[src/rtl/mem_stage_pkg.sv]
// Shared Y86 constants and helpers for the memory stage.
package mem_stage_pkg;

  localparam int WORD   = 32;
  localparam int NIBBLE = 4;

  localparam logic [NIBBLE-1:0] I_HALT   = 4'h0;
  localparam logic [NIBBLE-1:0] I_NOP    = 4'h1;
  localparam logic [NIBBLE-1:0] I_CMOVXX = 4'h2;
  localparam logic [NIBBLE-1:0] I_IRMOVL = 4'h3;
  localparam logic [NIBBLE-1:0] I_RMMOVL = 4'h4;
  localparam logic [NIBBLE-1:0] I_MRMOVL = 4'h5;
  localparam logic [NIBBLE-1:0] I_OPL    = 4'h6;
  localparam logic [NIBBLE-1:0] I_JXX    = 4'h7;
  localparam logic [NIBBLE-1:0] I_CALL   = 4'h8;
  localparam logic [NIBBLE-1:0] I_RET    = 4'h9;
  localparam logic [NIBBLE-1:0] I_PUSHL  = 4'hA;
  localparam logic [NIBBLE-1:0] I_POPL   = 4'hB;

  localparam logic [2:0] S_AOK = 3'd1;
  localparam logic [2:0] S_HLT = 3'd2;
  localparam logic [2:0] S_ADR = 3'd3;
  localparam logic [2:0] S_INS = 3'd4;

  localparam logic [NIBBLE-1:0] RNONE = 4'hF;

  typedef enum logic {ST_IDLE, ST_WAIT} ctrl_state_e;

  function automatic logic is_mem_read(input logic [NIBBLE-1:0] icode);
    return (icode == I_MRMOVL) || (icode == I_RET) || (icode == I_POPL);
  endfunction

  function automatic logic is_mem_write(input logic [NIBBLE-1:0] icode);
    return (icode == I_RMMOVL) || (icode == I_CALL) || (icode == I_PUSHL);
  endfunction

endpackage

[src/rtl/mem_stage_ctrl.sv]
// Data-memory handshake controller: IDLE/WAIT FSM, wait-state timeout
// counter and pipeline stall generation.
module mem_stage_ctrl
  import mem_stage_pkg::*;
#(
  parameter int TIMEOUT = 16
) (
  input  logic clk,
  input  logic rst,
  input  logic want_i,
  input  logic ack_i,
  input  logic load_i,
  output logic req_o,
  output logic stall_o,
  output logic fault_o
);

  localparam int CNT_W = $clog2(TIMEOUT + 1);

  ctrl_state_e      state_q;
  logic [CNT_W-1:0] cnt_q;
  logic             fault_q;

  // A timed-out access leaves the instruction in M for one more cycle with
  // the request suppressed, so it retires with ADR.
  assign req_o   = (state_q == ST_WAIT) || (want_i && !fault_q);
  assign stall_o = req_o && !ack_i;
  assign fault_o = fault_q;

  always_ff @(posedge clk or negedge rst) begin
    if (!rst) begin
      state_q <= ST_IDLE;
      cnt_q   <= '0;
      fault_q <= 1'b0;
    end else begin
      if (load_i) fault_q <= 1'b0;
      case (state_q)
        ST_IDLE: begin
          if (req_o && !ack_i) begin
            if (TIMEOUT <= 1) begin
              fault_q <= 1'b1;
              cnt_q   <= '0;
            end else begin
              state_q <= ST_WAIT;
              cnt_q   <= CNT_W'(1);
            end
          end
        end
        ST_WAIT: begin
          if (ack_i) begin
            state_q <= ST_IDLE;
            cnt_q   <= '0;
          end else if (cnt_q >= CNT_W'(TIMEOUT - 1)) begin
            state_q <= ST_IDLE;
            cnt_q   <= '0;
            fault_q <= 1'b1;
          end else begin
            cnt_q <= cnt_q + CNT_W'(1);
          end
        end
        default: state_q <= ST_IDLE;
      endcase
    end
  end

endmodule

[src/rtl/mem_stage.sv]
// Y86 memory stage: M pipeline register, address/fault datapath and dmem bus.
// Optional MEM_ALIGN_CHECK_EN: misaligned word addresses fault with ADR.
module mem_stage
  import mem_stage_pkg::*;
#(
  parameter int              TIMEOUT   = 16,
  parameter logic [WORD-1:0] MEM_LIMIT = 32'h0000_1000
) (
  input  logic              clk,
  input  logic              rst,
  input  logic [WORD-1:0]   e_valE_i,
  input  logic [WORD-1:0]   E_valA_i,
  input  logic [NIBBLE-1:0] E_icode_i,
  input  logic [NIBBLE-1:0] e_dstE_i,
  input  logic [NIBBLE-1:0] E_dstM_i,
  input  logic              e_Cnd_i,
  input  logic [2:0]        E_stat_i,
  input  logic              M_bubble_i,
  input  logic              W_exc_i,
  output logic              dmem_req_o,
  output logic              dmem_we_o,
  output logic [WORD-1:0]   dmem_addr_o,
  output logic [WORD-1:0]   dmem_wdata_o,
  input  logic [WORD-1:0]   dmem_rdata_i,
  input  logic              dmem_ack_i,
  output logic [NIBBLE-1:0] m_icode_o,
  output logic [WORD-1:0]   m_valE_o,
  output logic [WORD-1:0]   m_valM_o,
  output logic [NIBBLE-1:0] m_dstE_o,
  output logic [NIBBLE-1:0] m_dstM_o,
  output logic [2:0]        m_stat_o,
  output logic              m_stall_o
);

  logic [NIBBLE-1:0] icode_q, icode_d, dstE_q, dstE_d, dstM_q, dstM_d;
  logic [WORD-1:0]   valE_q, valE_d, valA_q, valA_d;
  logic [2:0]        stat_q, stat_d;
  logic              rd_op, wr_op, mem_op, addr_bad, want, req, fault, load;
  logic [WORD-1:0]   addr;

  assign load = !m_stall_o;

  always_comb begin
    icode_d = icode_q;
    valE_d  = valE_q;
    valA_d  = valA_q;
    dstE_d  = dstE_q;
    dstM_d  = dstM_q;
    stat_d  = stat_q;
    if (load) begin
      if (M_bubble_i) begin
        icode_d = I_NOP;
        valE_d  = '0;
        valA_d  = '0;
        dstE_d  = RNONE;
        dstM_d  = RNONE;
        stat_d  = S_AOK;
      end else begin
        icode_d = E_icode_i;
        valE_d  = e_valE_i;
        valA_d  = E_valA_i;
        dstE_d  = (E_icode_i == I_CMOVXX && !e_Cnd_i) ? RNONE : e_dstE_i;
        dstM_d  = E_dstM_i;
        stat_d  = E_stat_i;
      end
    end
  end

  always_ff @(posedge clk or negedge rst) begin
    if (!rst) begin
      icode_q <= I_NOP;
      valE_q  <= '0;
      valA_q  <= '0;
      dstE_q  <= RNONE;
      dstM_q  <= RNONE;
      stat_q  <= S_AOK;
    end else begin
      icode_q <= icode_d;
      valE_q  <= valE_d;
      valA_q  <= valA_d;
      dstE_q  <= dstE_d;
      dstM_q  <= dstM_d;
      stat_q  <= stat_d;
    end
  end

  assign rd_op  = is_mem_read(icode_q);
  assign wr_op  = is_mem_write(icode_q);
  assign mem_op = rd_op || wr_op;
  assign addr   = (icode_q == I_RET || icode_q == I_POPL) ? valA_q : valE_q;

`ifdef MEM_ALIGN_CHECK_EN
  assign addr_bad = (addr >= MEM_LIMIT) || (addr[1:0] != 2'b00);
`else
  assign addr_bad = (addr >= MEM_LIMIT);
`endif

  // Writes are held back behind an excepting W stage; reads may proceed.
  assign want = mem_op && (stat_q == S_AOK) && !addr_bad && (rd_op || !W_exc_i);

  mem_stage_ctrl #(.TIMEOUT(TIMEOUT)) u_ctrl (
    .clk     (clk),
    .rst     (rst),
    .want_i  (want),
    .ack_i   (dmem_ack_i),
    .load_i  (load),
    .req_o   (req),
    .stall_o (m_stall_o),
    .fault_o (fault)
  );

  assign dmem_req_o   = req;
  assign dmem_we_o    = req && wr_op;
  assign dmem_addr_o  = req ? addr : '0;
  assign dmem_wdata_o = (req && wr_op) ? valA_q : '0;

  assign m_valM_o  = (req && rd_op && dmem_ack_i) ? dmem_rdata_i : '0;
  assign m_valE_o  = valE_q;
  assign m_icode_o = icode_q;
  assign m_dstE_o  = dstE_q;
  assign m_dstM_o  = dstM_q;

  always_comb begin
    m_stat_o = S_AOK;
    if (stat_q != S_AOK)          m_stat_o = stat_q;
    else if (mem_op && addr_bad)  m_stat_o = S_ADR;
    else if (fault)               m_stat_o = S_ADR;
  end

endmodule

[config.mk]
export PLATFORM = sky130hd
export DESIGN_NAME = mem_stage
export DESIGN_NICKNAME = d
export VERILOG_FILES = /design/src/rtl/mem_stage_pkg.sv /design/src/rtl/mem_stage_ctrl.sv /design/src/rtl/mem_stage.sv
export SDC_FILE = /design/constraint.sdc
export NUM_CORES = 1
export LEC_CHECK = 0
export CAP_MARGIN = 20
export CORE_MARGIN = 5
export CORE_UTILIZATION = 35
export DETAILED_ROUTE_END_ITERATION = 6
export GPL_ROUTABILITY_DRIVEN = 0
export GPL_TIMING_DRIVEN = 0
export PLACE_DENSITY_LB_ADDON = 0.1
export SYNTH_ARGS = -nofsm -noshare
export SYNTH_HDL_FRONTEND = slang
export SYNTH_SLANG_ARGS = --single-unit
[constraint.sdc]
create_clock -name clk -period 2.51 [get_ports clk]
set_input_delay 0.502 -clock clk [delete_from_list [all_inputs] [get_ports clk]]
set_output_delay 0.502 -clock clk [all_outputs]
set_load 0.1 [all_outputs]
==> flow_summary.yaml <==
status:
  outcome: "complete, but fails checks"
  violations: "setup timing"
critical_path:
  crit_chain: "and3b_1 > buf_6 > nand4_1 > buf_4 > o22a_4 > o21ai_4 > buf_6 > clkbuf_16 > and2_4 > buf_12"
  crit_path_frequent_cell: "buf_6"
  critPathKind: "reg -> out"
  r2r_slack_ns: -0.04
  path_buf_inv: 5
  cp_slowest_stage_delay_ns: 0.62
  cpLargestDelayFamily: "buffers and inverters"
  end_kind: "output port"
  crit_fanout: 5
  startpoint_type: "flip-flop"
  crit_cells: 10
  r2r_cells: 12
  r2r-end: "m_valE_o[27]$_DFFE_PN0N_"
  r2r_start: "m_icode_o[0]$_DFFE_PN1N_"
  crit_arrival_ns: 2.51
  crit_slowest_cell: "dfstp_4"
  cp.required_ns: 2.01
sta:
  fmax_mhz: 332
  grt_setup_unrepaired: "true"
  slew_headroom_pct: 31.7
  hold_viol: 0
  setup_ws_ns: -0.501
  maxSlewViolCount: 0
  fin_crit_ns: 3.01
  setup_viol: 149
  finClkSkew_ns: 0.00509
  period_share_pct: 120
  tightest_slew_ns: 1.02
  hold_ws_ns: 0.0842
  setup-tns-final_ns: -45.97
layout:
  fin_util_pct: 72.0
  drive_above_1_share_pct: 43.3
  final_area_sq_um: 10900
  final_nets: 985
  syn2layout_area_growth_pct: 104
  antennaDiodeCount: 0
placement:
  dp_hpwl_um: 15000
  pre_cts_ws_ns: -1.52
  portBuffers: 261
  placedInstanceArea_sq_um: 9010
synthesis:
  synth_nets: 681
  ys.flop_type: "dfrtp_1"
  yosysWarnings: 0
  ys_ff_latch: 86
  synth_top_area_cell: "dfrtp_1"
  netlist-cell-type-count: 43
  postSynthCellCount: 562
  async_reset_ff_share_pct: 100
  synth_area_sq_um: 5330
  synth_top_area_share_pct: 35.7
  syn_area_per_cell_sq_um: 9.49
  synthTopCellsByArea: "dfrtp_1 (36%), mux2_4 (15%), nor2b_1 (7.9%), dfstp_2 (4.9%), nand2_1 (4.8%)"
  synth-seq-area-share_pct: 40.6
  synth_edf_count: 0
detailed_routing:
  ant_nets: 0
  vias: 5281
  drt_iter0_markers: 260
  dr.pass1.iters: 4
  drt-vias-per-instance: 4.99
  drc: 0
  avgRoutedWirePerCell_um: 19.4
  drt_wl_total_um: 20500
flow_run:
  cap_violations: 0
floorplan:
  core_area_sq_um: 15100
  die-area_sq_um: 17800
  die_h_um: 133
  boundaryPins: 263
  start_util_pct: 35.3
  die_w_um: 133
  rows: 45
clock_tree:
  clockBufferDepth: 2
  clkSinkCount: 86
  cts-root-buf: "clkbuf_16"
  clkLatencyLatePin_ns: 0.34
  cts_buffers: 9
  htreeDepth: 3
  cts_tree: "built"
  clk_pin_slew_ns: 0.06
min_path:
  hp-class: "in -> async"
global_routing:
  track_usage_pct: 22.1
  grt_pass1_vias: 5567
  grt_pass1_wl_um: 31200
  gr-total-overflow: 0
  grt_start_max_net_pins: 60
  antenna_found_initial: 0
pwr:
  power_density_nw_per_um2: 358
  vdd_ir_drop_max_v: 0.000347
  power.leakage_nw: 4.43
per-layer routing:
metal  global-route usage [%]  wire length (um)  vias up
met5                        0                 0        -
met4                     6.69               433        0
met3                     5.21              1050       29
met2                     38.5             10700      150
met1                     27.4              8290     2603
li1                         -                 -     2499
Yosys cell counts (3+ instances only):
| master | count |
|---|---|
| mux2i_1 | 4 |
| inv_1 | 11 |
| nor2b_1 | 67 |
| a21oi_1 | 37 |
| dfrtp_1 | 76 |
| nor4_1 | 10 |
| nor2_1 | 45 |
| nand3_1 | 36 |
| dfstp_2 | 10 |
| buf_6 | 7 |
| buf_2 | 9 |
| mux2_2 | 13 |
| nand3b_1 | 3 |
| nand4_1 | 3 |
| o21ai_0 | 6 |
| clkbuf_1 | 25 |
| nand2_1 | 68 |
| a221o_1 | 3 |
| and2_1 | 34 |
| nand2b_1 | 7 |
| and3_1 | 4 |
| mux2_4 | 55 |
worst reg2reg max path, cell delays in order, from the launching register on:
cell	delay, ns
dfstp_4	0.62
and3b_1	0.17
buf_6	0.11
nand4_1	0.08
buf_4	0.17
o22ai_4	0.20
buf_4	0.17
buf_6	0.09
a21oi_2	0.06
buf_6	0.15
buf_8	0.16
buf_12	0.16
mux2_4	0.31
metrics by stage:
stage          cells  power (W)
6_report        1059    0.00389
5_1_grt         1059    0.00404
4_1_cts         1048    0.00391
3_5_place_dp    1012    0.00255
3_3_place_gp    1011    0.00253
2_1_floorplan    562    0.00216
cell families after synthesis:
family                     share of synthesized area [%]
and+or+nand+nor                                     27.3
DFF                                                 40.6
muxes                                               19.0
AOI/OAI and AO/OA                                   7.60
buffers and inverters                               5.11
adders and majority gates                          0.469
state kept, by name (all words and copies together) (netlist names):
| register | flops |
|---|---|
| u_ctrl.cnt_q | 5 |
| m_dstE_o | 4 |
| m_valE_o | 32 |
| u_ctrl.fault_o | 1 |
| m_dstM_o | 4 |
| valA_q | 32 |
| stat_q | 3 |
| u_ctrl.state_q | 1 |
| m_icode_o | 4 |
worst max path at each step:
| stage | startpoint | endpoint |
|---|---|---|
| 2_1_floorplan | m_icode_o[0]$_DFFE_PN1N_ | dmem_addr_o[24] |
| 3_3_place_gp | rst | m_icode_o[1]$_DFFE_PN0N_ |
| 3_5_place_dp | m_icode_o[3]$_DFFE_PN0N_ | dmem_wdata_o[9] |
| 4_1_cts | m_icode_o[0]$_DFFE_PN1N_ | dmem_wdata_o[19] |
| 5_1_grt | m_icode_o[0]$_DFFE_PN1N_ | dmem_addr_o[13] |
| 6_report | m_icode_o[0]$_DFFE_PN1N_ | dmem_wdata_o[17] |
layout by cell type, fill, tap and decap left out, drive strengths merged, types with 10 or more instances in the layout:
cell type | netlist | layout
a21oi | 37 | 38
and2 | 34 | 34
buf | 16 | 143
clkbuf | 27 | 47
clkdlybuf4s50 | 0 | 149
dfrtp | 76 | 76
dfstp | 10 | 10
dlygate4sd2 | 0 | 10
inv | 12 | 11
mux2 | 68 | 68
nand2 | 68 | 68
nand3 | 36 | 36
nor2 | 45 | 45
nor2b | 67 | 67
nor4 | 10 | 10
cell type report:
class,count,area (sq um)
clock buffers,15,258
clock inverters,1,30.0
fillers,1021,4220
inverters,12,51.3
well taps,188,235
plain buffers,42,432
repair buffers,293,3990
multi-input cells,422,3670
flip-flops and latches,86,2200
timing repair:
item                                    in CTS  in global routing
gates cloned                                 3                  5
endpoints found under the setup margin     110                167
resized for setup                          905                 63
buffers inserted                            18                  6
hold buffers                                 0                  0
pin swaps                                   14                  4
power breakdown:
part           switching [W]  internal [W]  leakage [nW]
Sequential         0.0000751       0.00147          1.06
Clock               0.000536      0.000801         0.138
Combinational       0.000608      0.000402          3.23
Total                0.00122       0.00267          4.43
(Power assumes the default switching activity.)
